`src/rtl/pulse_width_pkg.sv`:
```
// Shared definitions for the pulse-width link: FSM states and the pulse-length
// multipliers that both the transmitter and receiver sides agree on.
package pulse_width_pkg;

  typedef enum logic [1:0] {
    StIdle,
    StHigh,
    StLow
  } pw_state_e;

  // Pulse lengths as multiples of the base time unit NUM.
  localparam int unsigned LONG_MULT  = 4;
  localparam int unsigned SHORT_MULT = 1;
  localparam int unsigned GAP_MULT   = 1;

  // Receiver decision threshold and timer wrap point, in units of NUM.
  localparam int unsigned RX_THRESH_MULT = 3;
  localparam int unsigned RX_WRAP_MULT   = 6;

  // Phase counter must hold the longest pulse length.
  function automatic int unsigned pw_cnt_width(input int unsigned num);
    return $clog2(LONG_MULT * num + 1);
  endfunction

endpackage

```
`src/rtl/pulse_width_tx_if.sv`:
```
// Word handshake and serial line bundle between a word source and pulse_width_tx.
interface pulse_width_tx_if #(
  parameter int unsigned WIDTH = 8
) ();

  logic [WIDTH-1:0] data_in;
  logic             valid;
  logic             ready;
  logic             line;
  logic             busy;
  logic             done;

  modport master (
    output data_in,
    output valid,
    input  ready,
    input  line,
    input  busy,
    input  done
  );

  modport slave (
    input  data_in,
    input  valid,
    output ready,
    output line,
    output busy,
    output done
  );

endinterface

```
`src/rtl/pw_phase_counter.sv`:
```
// Loadable down-counter timing one pulse or gap; last_o flags the final cycle.
module pw_phase_counter #(
  parameter int unsigned Width = 5
) (
  input  logic             clk,
  input  logic             rst,
  input  logic             load_i,
  input  logic [Width-1:0] load_val_i,
  output logic             last_o
);

  logic [Width-1:0] cnt_q, cnt_d;

  always_comb begin
    cnt_d = cnt_q;
    if (load_i) begin
      cnt_d = load_val_i;
    end else if (cnt_q != '0) begin
      cnt_d = cnt_q - Width'(1);
    end
  end

  always_ff @(posedge clk) begin
    if (rst) begin
      cnt_q <= '0;
    end else begin
      cnt_q <= cnt_d;
    end
  end

  assign last_o = (cnt_q == Width'(1));

endmodule

```
`src/rtl/pulse_width_tx.sv`:
```
// Pulse-width serial transmitter: shifts a word out MSB-first as one high pulse
// per bit (long for 1, short for 0) followed by a fixed low gap.
module pulse_width_tx
  import pulse_width_pkg::*;
#(
  parameter int unsigned NUM   = 4,
  parameter int unsigned WIDTH = 8
) (
  input logic             clk,
  input logic             rst,
  pulse_width_tx_if.slave bus
);

  localparam int unsigned CntW = pw_cnt_width(NUM);
  localparam int unsigned BitW = (WIDTH > 1) ? $clog2(WIDTH) : 1;

  localparam logic [CntW-1:0] LongLen  = CntW'(LONG_MULT * NUM);
  localparam logic [CntW-1:0] ShortLen = CntW'(SHORT_MULT * NUM);
  localparam logic [CntW-1:0] GapLen   = CntW'(GAP_MULT * NUM);

  if (NUM < 2) begin : gen_bad_num
    $error("pulse_width_tx: NUM must be at least 2");
  end
  if (WIDTH < 1) begin : gen_bad_width
    $error("pulse_width_tx: WIDTH must be at least 1");
  end
  if (LONG_MULT >= RX_WRAP_MULT) begin : gen_bad_wrap
    $error("pulse_width_tx: long pulse would wrap the receiver timer");
  end
  if (LONG_MULT - 1 < RX_THRESH_MULT) begin : gen_bad_thresh
    $error("pulse_width_tx: long pulse too short for the receiver threshold");
  end

  pw_state_e        state_q, state_d;
  logic [WIDTH-1:0] shift_q, shift_d;
  logic [BitW-1:0]  bit_cnt_q, bit_cnt_d;
  logic             line_q, line_d;
  logic             done_q, done_d;
  logic             cnt_load;
  logic [CntW-1:0]  cnt_load_val;
  logic             cnt_last;

  function automatic logic [CntW-1:0] high_len(input logic b);
    return b ? LongLen : ShortLen;
  endfunction

  pw_phase_counter #(
    .Width(CntW)
  ) u_phase_counter (
    .clk       (clk),
    .rst       (rst),
    .load_i    (cnt_load),
    .load_val_i(cnt_load_val),
    .last_o    (cnt_last)
  );

  always_comb begin
    state_d      = state_q;
    shift_d      = shift_q;
    bit_cnt_d    = bit_cnt_q;
    cnt_load     = 1'b0;
    cnt_load_val = '0;
    done_d       = 1'b0;

    unique case (state_q)
      StIdle: begin
        if (bus.valid) begin
          shift_d      = bus.data_in;
          bit_cnt_d    = BitW'(WIDTH - 1);
          cnt_load     = 1'b1;
          cnt_load_val = high_len(bus.data_in[WIDTH-1]);
          state_d      = StHigh;
        end
      end
      StHigh: begin
        if (cnt_last) begin
          cnt_load     = 1'b1;
          cnt_load_val = GapLen;
          state_d      = StLow;
        end
      end
      StLow: begin
        if (cnt_last) begin
          if (bit_cnt_q != '0) begin
            shift_d      = shift_q << 1;
            bit_cnt_d    = bit_cnt_q - BitW'(1);
            cnt_load     = 1'b1;
            cnt_load_val = high_len(shift_d[WIDTH-1]);
            state_d      = StHigh;
          end else begin
            done_d  = 1'b1;
            state_d = StIdle;
          end
        end
      end
      default: state_d = StIdle;
    endcase

    // Line is registered so it changes on the same edge as the state.
    line_d = (state_d == StHigh);
  end

  always_ff @(posedge clk) begin
    if (rst) begin
      state_q   <= StIdle;
      shift_q   <= '0;
      bit_cnt_q <= '0;
      line_q    <= 1'b0;
      done_q    <= 1'b0;
    end else begin
      state_q   <= state_d;
      shift_q   <= shift_d;
      bit_cnt_q <= bit_cnt_d;
      line_q    <= line_d;
      done_q    <= done_d;
    end
  end

  assign bus.ready = (state_q == StIdle);
  assign bus.busy  = (state_q != StIdle);
  assign bus.line  = line_q;
  assign bus.done  = done_q;

endmodule

```
`src/flat_wrapper.sv`:
```
// flat-port wrapper written by rule: the top's interface ports become plain ports
module pulse_width_tx_flat import pulse_width_pkg::*;
#(
  parameter int unsigned NUM   = 4,
  parameter int unsigned WIDTH = 8
)
  (clk, rst, bus_data_in, bus_valid, bus_ready, bus_line, bus_busy, bus_done);
  pulse_width_tx_if #(.WIDTH(WIDTH)) bus_i ();
  input logic clk;
  input logic rst;
  input wire logic [$bits(bus_i.data_in)-1:0] bus_data_in;
  input wire logic [$bits(bus_i.valid)-1:0] bus_valid;
  output wire logic [$bits(bus_i.ready)-1:0] bus_ready;
  output wire logic [$bits(bus_i.line)-1:0] bus_line;
  output wire logic [$bits(bus_i.busy)-1:0] bus_busy;
  output wire logic [$bits(bus_i.done)-1:0] bus_done;
  assign bus_i.data_in = bus_data_in;
  assign bus_i.valid = bus_valid;
  assign bus_ready = bus_i.ready;
  assign bus_line = bus_i.line;
  assign bus_busy = bus_i.busy;
  assign bus_done = bus_i.done;
  pulse_width_tx #(.NUM(NUM), .WIDTH(WIDTH)) u_core (.clk(clk), .rst(rst), .bus(bus_i));
endmodule
```
`config.mk`:
```
export PLATFORM = sky130hd
export DESIGN_NAME = pulse_width_tx_flat
export DESIGN_NICKNAME = d
export VERILOG_FILES = /design/src/rtl/pulse_width_pkg.sv /design/src/rtl/pulse_width_tx_if.sv /design/src/rtl/pw_phase_counter.sv /design/src/rtl/pulse_width_tx.sv /design/src/flat_wrapper.sv
export SDC_FILE = /design/constraint.sdc
export NUM_CORES = 1
export LEC_CHECK = 0
export CORE_ASPECT_RATIO = 1.1
export CORE_MARGIN = 3
export CORE_UTILIZATION = 45
export DETAILED_ROUTE_END_ITERATION = 7
export GPL_ROUTABILITY_DRIVEN = 0
export MAX_ROUTING_LAYER = met4
export PLACE_DENSITY_LB_ADDON = 0.3
export SETUP_SLACK_MARGIN = 0.15
export SYNTH_ARGS = -nofsm -noshare
export SYNTH_HDL_FRONTEND = slang
export SYNTH_SLANG_ARGS = --single-unit
```
`constraint.sdc`:
```
create_clock -name clk -period 2.16 [get_ports clk]
set_clock_uncertainty 0.1 [all_clocks]
set_input_delay 0.648 -clock clk [delete_from_list [all_inputs] [get_ports clk]]
set_output_delay 0.648 -clock clk [all_outputs]
set_load 0.01 [all_outputs]
```
==> summary.md <==
| Metric | Value |
|---|---|
| Worst Reg2Reg Path Length in Cells | `7` |
| Worst-Margin Slew | `512.5 ps` |
| Vias | `865` |
| Sequential share of the synthesized area | `0.4103` |
| Row Count | `16` |
| CTS tree | `built` |
| Fin nets | `148` |
| Worst endpoint required time | `2270 ps` |
| Syn avg cell area | `8.830 µm²` |
| Layout cell share with drive strength beyond 1 | `0.1985` |
| Vias/cell | `5.475` |
| Reg-to-reg startpoint | `u_core.u_phase_counter.cnt_q[1]$_SDFFE_PP0P_` |
| Fill cells | `159` |
| Async S/R FF share, synth | `0` |
| RSZ-0062 raised after global routing | `false` |
| Syn_nets | `121` |
| Tightest Hold Check Type | `flop to flop` |
| Dominant cells by area after synthesis | `dfxtp_1, ha_1, nand2_1, a311oi_1, nor2_1` |
| Initial Util | `0.4980` |
| Wirelength, routed | `2098 µm` |
| Post-route cell area | `1215 µm²` |
| Ys Warns | `0` |
| Rel. slew slack | `0.6573` |
| Slew Viols, Final | `0` |
| Peak VDD IR | `711.4 µV` |
| Core footprint | `1862 µm²` |
| Critical path startpoint category | `primary input` |
| Io pins | `15` |
| I/O Buffers | `14` |
| EDFF count, synth | `0` |
| Hold buffer count at cts | `0` |
| Clock transition at path regs | `110 ps` |
| Number of synthesized register bits | `19` |
| Post-Synth Simple-Gate Area | `0.2470` |
| Most common cell in the netlist | `dfxtp_1` |
| Worst Setup End Kind | `flop` |
| Chip Height | `53.61 µm` |
| Worst Hold Endpoint | `u_core.shift_q[1]$_SDFFE_PP0P_` |
| Xor/xnor share of the synthesized area | `0.02834` |
| Synth Cell Area | `927.1 µm²` |
| Final worst-path cycle share | `0.9101` |
| Adder-Cell Fraction of Synth Area | `0.06748` |
| R2R Setup Slk | `220 ps` |
| Post-route DRC | `0` |
| Fmax | `508.7 MHz` |
| CTS root buf | `clkbuf_4` |
| H-tree Lvls | `1` |
| DIE AREA | `2642 µm²` |
| Top FF cell, synth | `dfxtp_1` |
| Multi-input logic area | `510.5 µm²` |
| Synth cell types | `34` |
| Crit path DAT | `2070 ps` |
| Chip width | `49.28 µm` |
| GRT Total Usage | `0.1760` |
| Initial DRC count | `15` |
| Flip-flop and latch area | `380.4 µm²` |
| Mux contribution to synthesized area | `0.01080` |
| Max-cap viol count | `0` |
| Final global-route overflow total | `0` |
| Reg-to-reg endpoint | `u_core.shift_q[3]$_SDFFE_PP0P_` |
| Initial DRT Pass Iterations | `4` |
| Clk_lat worst skew | `300 ps` |
| Number of diodes | `0` |
| TritonCTS Sinks | `19` |
| Worst Hold Depth | `2` |
| Worst Path Class, Setup | `primary input to flop` |
| Synth Area in Compound Gates | `0.1903` |
| Min cycle time layout | `1966 ps` |
| Routed Antenna Nets | `0` |
| First-pass GRT wire length | `3381 µm` |
| Pwr Total | `1.320 mW` |
| Area after DPL | `1167 µm²` |
| Status | `completed` |
| Avg WL per Cell | `13.28 µm` |
| Worst-path fanout max | `4` |
| Area Overhead vs Synth | `31.04%` |
| Vias in the first global route | `788` |
| Cells after Synth | `105` |
| Largest family of logic cells by synthesized area | `simple AND/OR/NAND/NOR gates` |
| Num CTS Buffers | `3` |
| Initial antenna violation count | `0` |
| Cell leakage power | `0.4821 nW` |
| Final setup fails | `0` |
| Hold Startpoint | `u_core.shift_q[1]$_SDFFE_PP0P_` |
| Largest net degree at the start of global routing | `16` |
| Longest Clk Path Bufs | `2` |
| Synth top area share | `0.4103` |
| Final hold violation count | `0` |
| DP Wirelength | `1494 µm` |
| Pwr dens | `1087 nW/µm²` |
| Commonest cells post-synth | `dfxtp_1, nand2_1, nor2_1` |
| Synth area leader | `dfxtp_1` |
state kept, by name (all words and copies together) (netlist names):
register,count
u_core.state_q,2
u_core.bus.line,1
u_core.bit_cnt_q,3
u_core.bus.done,1
u_core.shift_q,7
u_core.u_phase_counter.cnt_q,5
report_power, final:
| group | internal (mW) | switching [mW] | total (mW) |
|---|---|---|---|
| clock network | 0.0690 | 0.112 | 0.181 |
| logic | 0.337 | 0.304 | 0.642 |
| registers | 0.426 | 0.0713 | 0.497 |
| total | 0.832 | 0.488 | 1.32 |
kinds of logic (layout without fill, tap and decap cells):
family / Yosys count / count (layout)
fa+ha+maj: 5 / 5
xor+xnor: 3 / 3
compound gates: 22 / 22
buf+inv: 11 / 37
flops: 19 / 19
simple gates: 44 / 44
mux: 1 / 1
placed cells by master (no fill, tap or decap), types with 2 or more instances in the layout:
cell / instances
nor3_1: 5
ha_1: 5
nand2_1: 13
a21oi_1: 6
a221oi_1: 3
nor3b_1: 2
clkbuf_4: 3
nor2_1: 9
clkdlybuf4s50_1: 12
inv_1: 4
buf_4: 13
xnor2_1: 2
dfxtp_1: 19
nor4b_1: 2
nand2b_1: 2
nor2b_1: 2
a311oi_1: 5
a22oi_1: 3
metrics by stage:
stage / setup WS (ps) / util / TNS (ps) / cells / hold WS (ps)
finish: 194.1 / 0.6526 / 0 / 158 / 366.5
floorplan: 244.1 / - / 0 / 105 / 336.0
global placement: -71.12 / 0.6270 / -567.0 / 152 / 344.5
detailed placement: -111.6 / 0.6270 / -959.8 / 152 / 354.1
CTS: 156.8 / 0.6445 / 0 / 157 / 371.3
global route: 144.4 / 0.6526 / 0 / 158 / 409.2
repair_timing:
action	CTS	global route
resized for setup	2	7
pin swaps	1	2
endpoints found under the setup margin	7	7
setup buffers	1	1
layer usage:
layer | GRT usage | share of wire | up-vias
met5 | - | 0 | -
met4 | 0.09953 | 0.016 | 0
met3 | 0.02770 | 0.046 | 4
met2 | 0.3125 | 0.51 | 29
met1 | 0.1905 | 0.43 | 397
li1 | - | - | 435
critical path, cell delays in order:
cell and delay, ps:
clkdlybuf4s50_1 470, nor3b_1 360, a31oi_1 170, buf_4 190, a221oi_1 240
area by class of cell:
class / instances / area share
Multi-Input combinational cell: 75 / 0.4202
Sequential cell: 19 / 0.3131
Timing Repair Buffer: 28 / 0.2008
Tap cell: 27 / 0.02781
Clock buffer: 3 / 0.01854
Inverter: 5 / 0.01545
Clock inverter: 1 / 0.004119
how the worst max path moves through the flow:
| stage | cells past startpoint | to | start |
|---|---|---|---|
| after floorplan | 7 | u_core.shift_q[3]$_SDFFE_PP0P_ | u_core.u_phase_counter.cnt_q[1]$_SDFFE_PP0P_ |
| after global placement | 5 | u_core.shift_q[6]$_SDFFE_PP0P_ | bus_valid |
| after detailed placement | 5 | u_core.shift_q[3]$_SDFFE_PP0P_ | bus_valid |
| after CTS | 6 | u_core.shift_q[3]$_SDFFE_PP0P_ | u_core.u_phase_counter.cnt_q[1]$_SDFFE_PP0P_ |
| after global routing | 7 | u_core.shift_q[3]$_SDFFE_PP0P_ | u_core.u_phase_counter.cnt_q[1]$_SDFFE_PP0P_ |
| final | 5 | u_core.state_q[0]$_SDFF_PP0_ | bus_valid |
No activity file was read; power rests on OpenSTA's default activity.
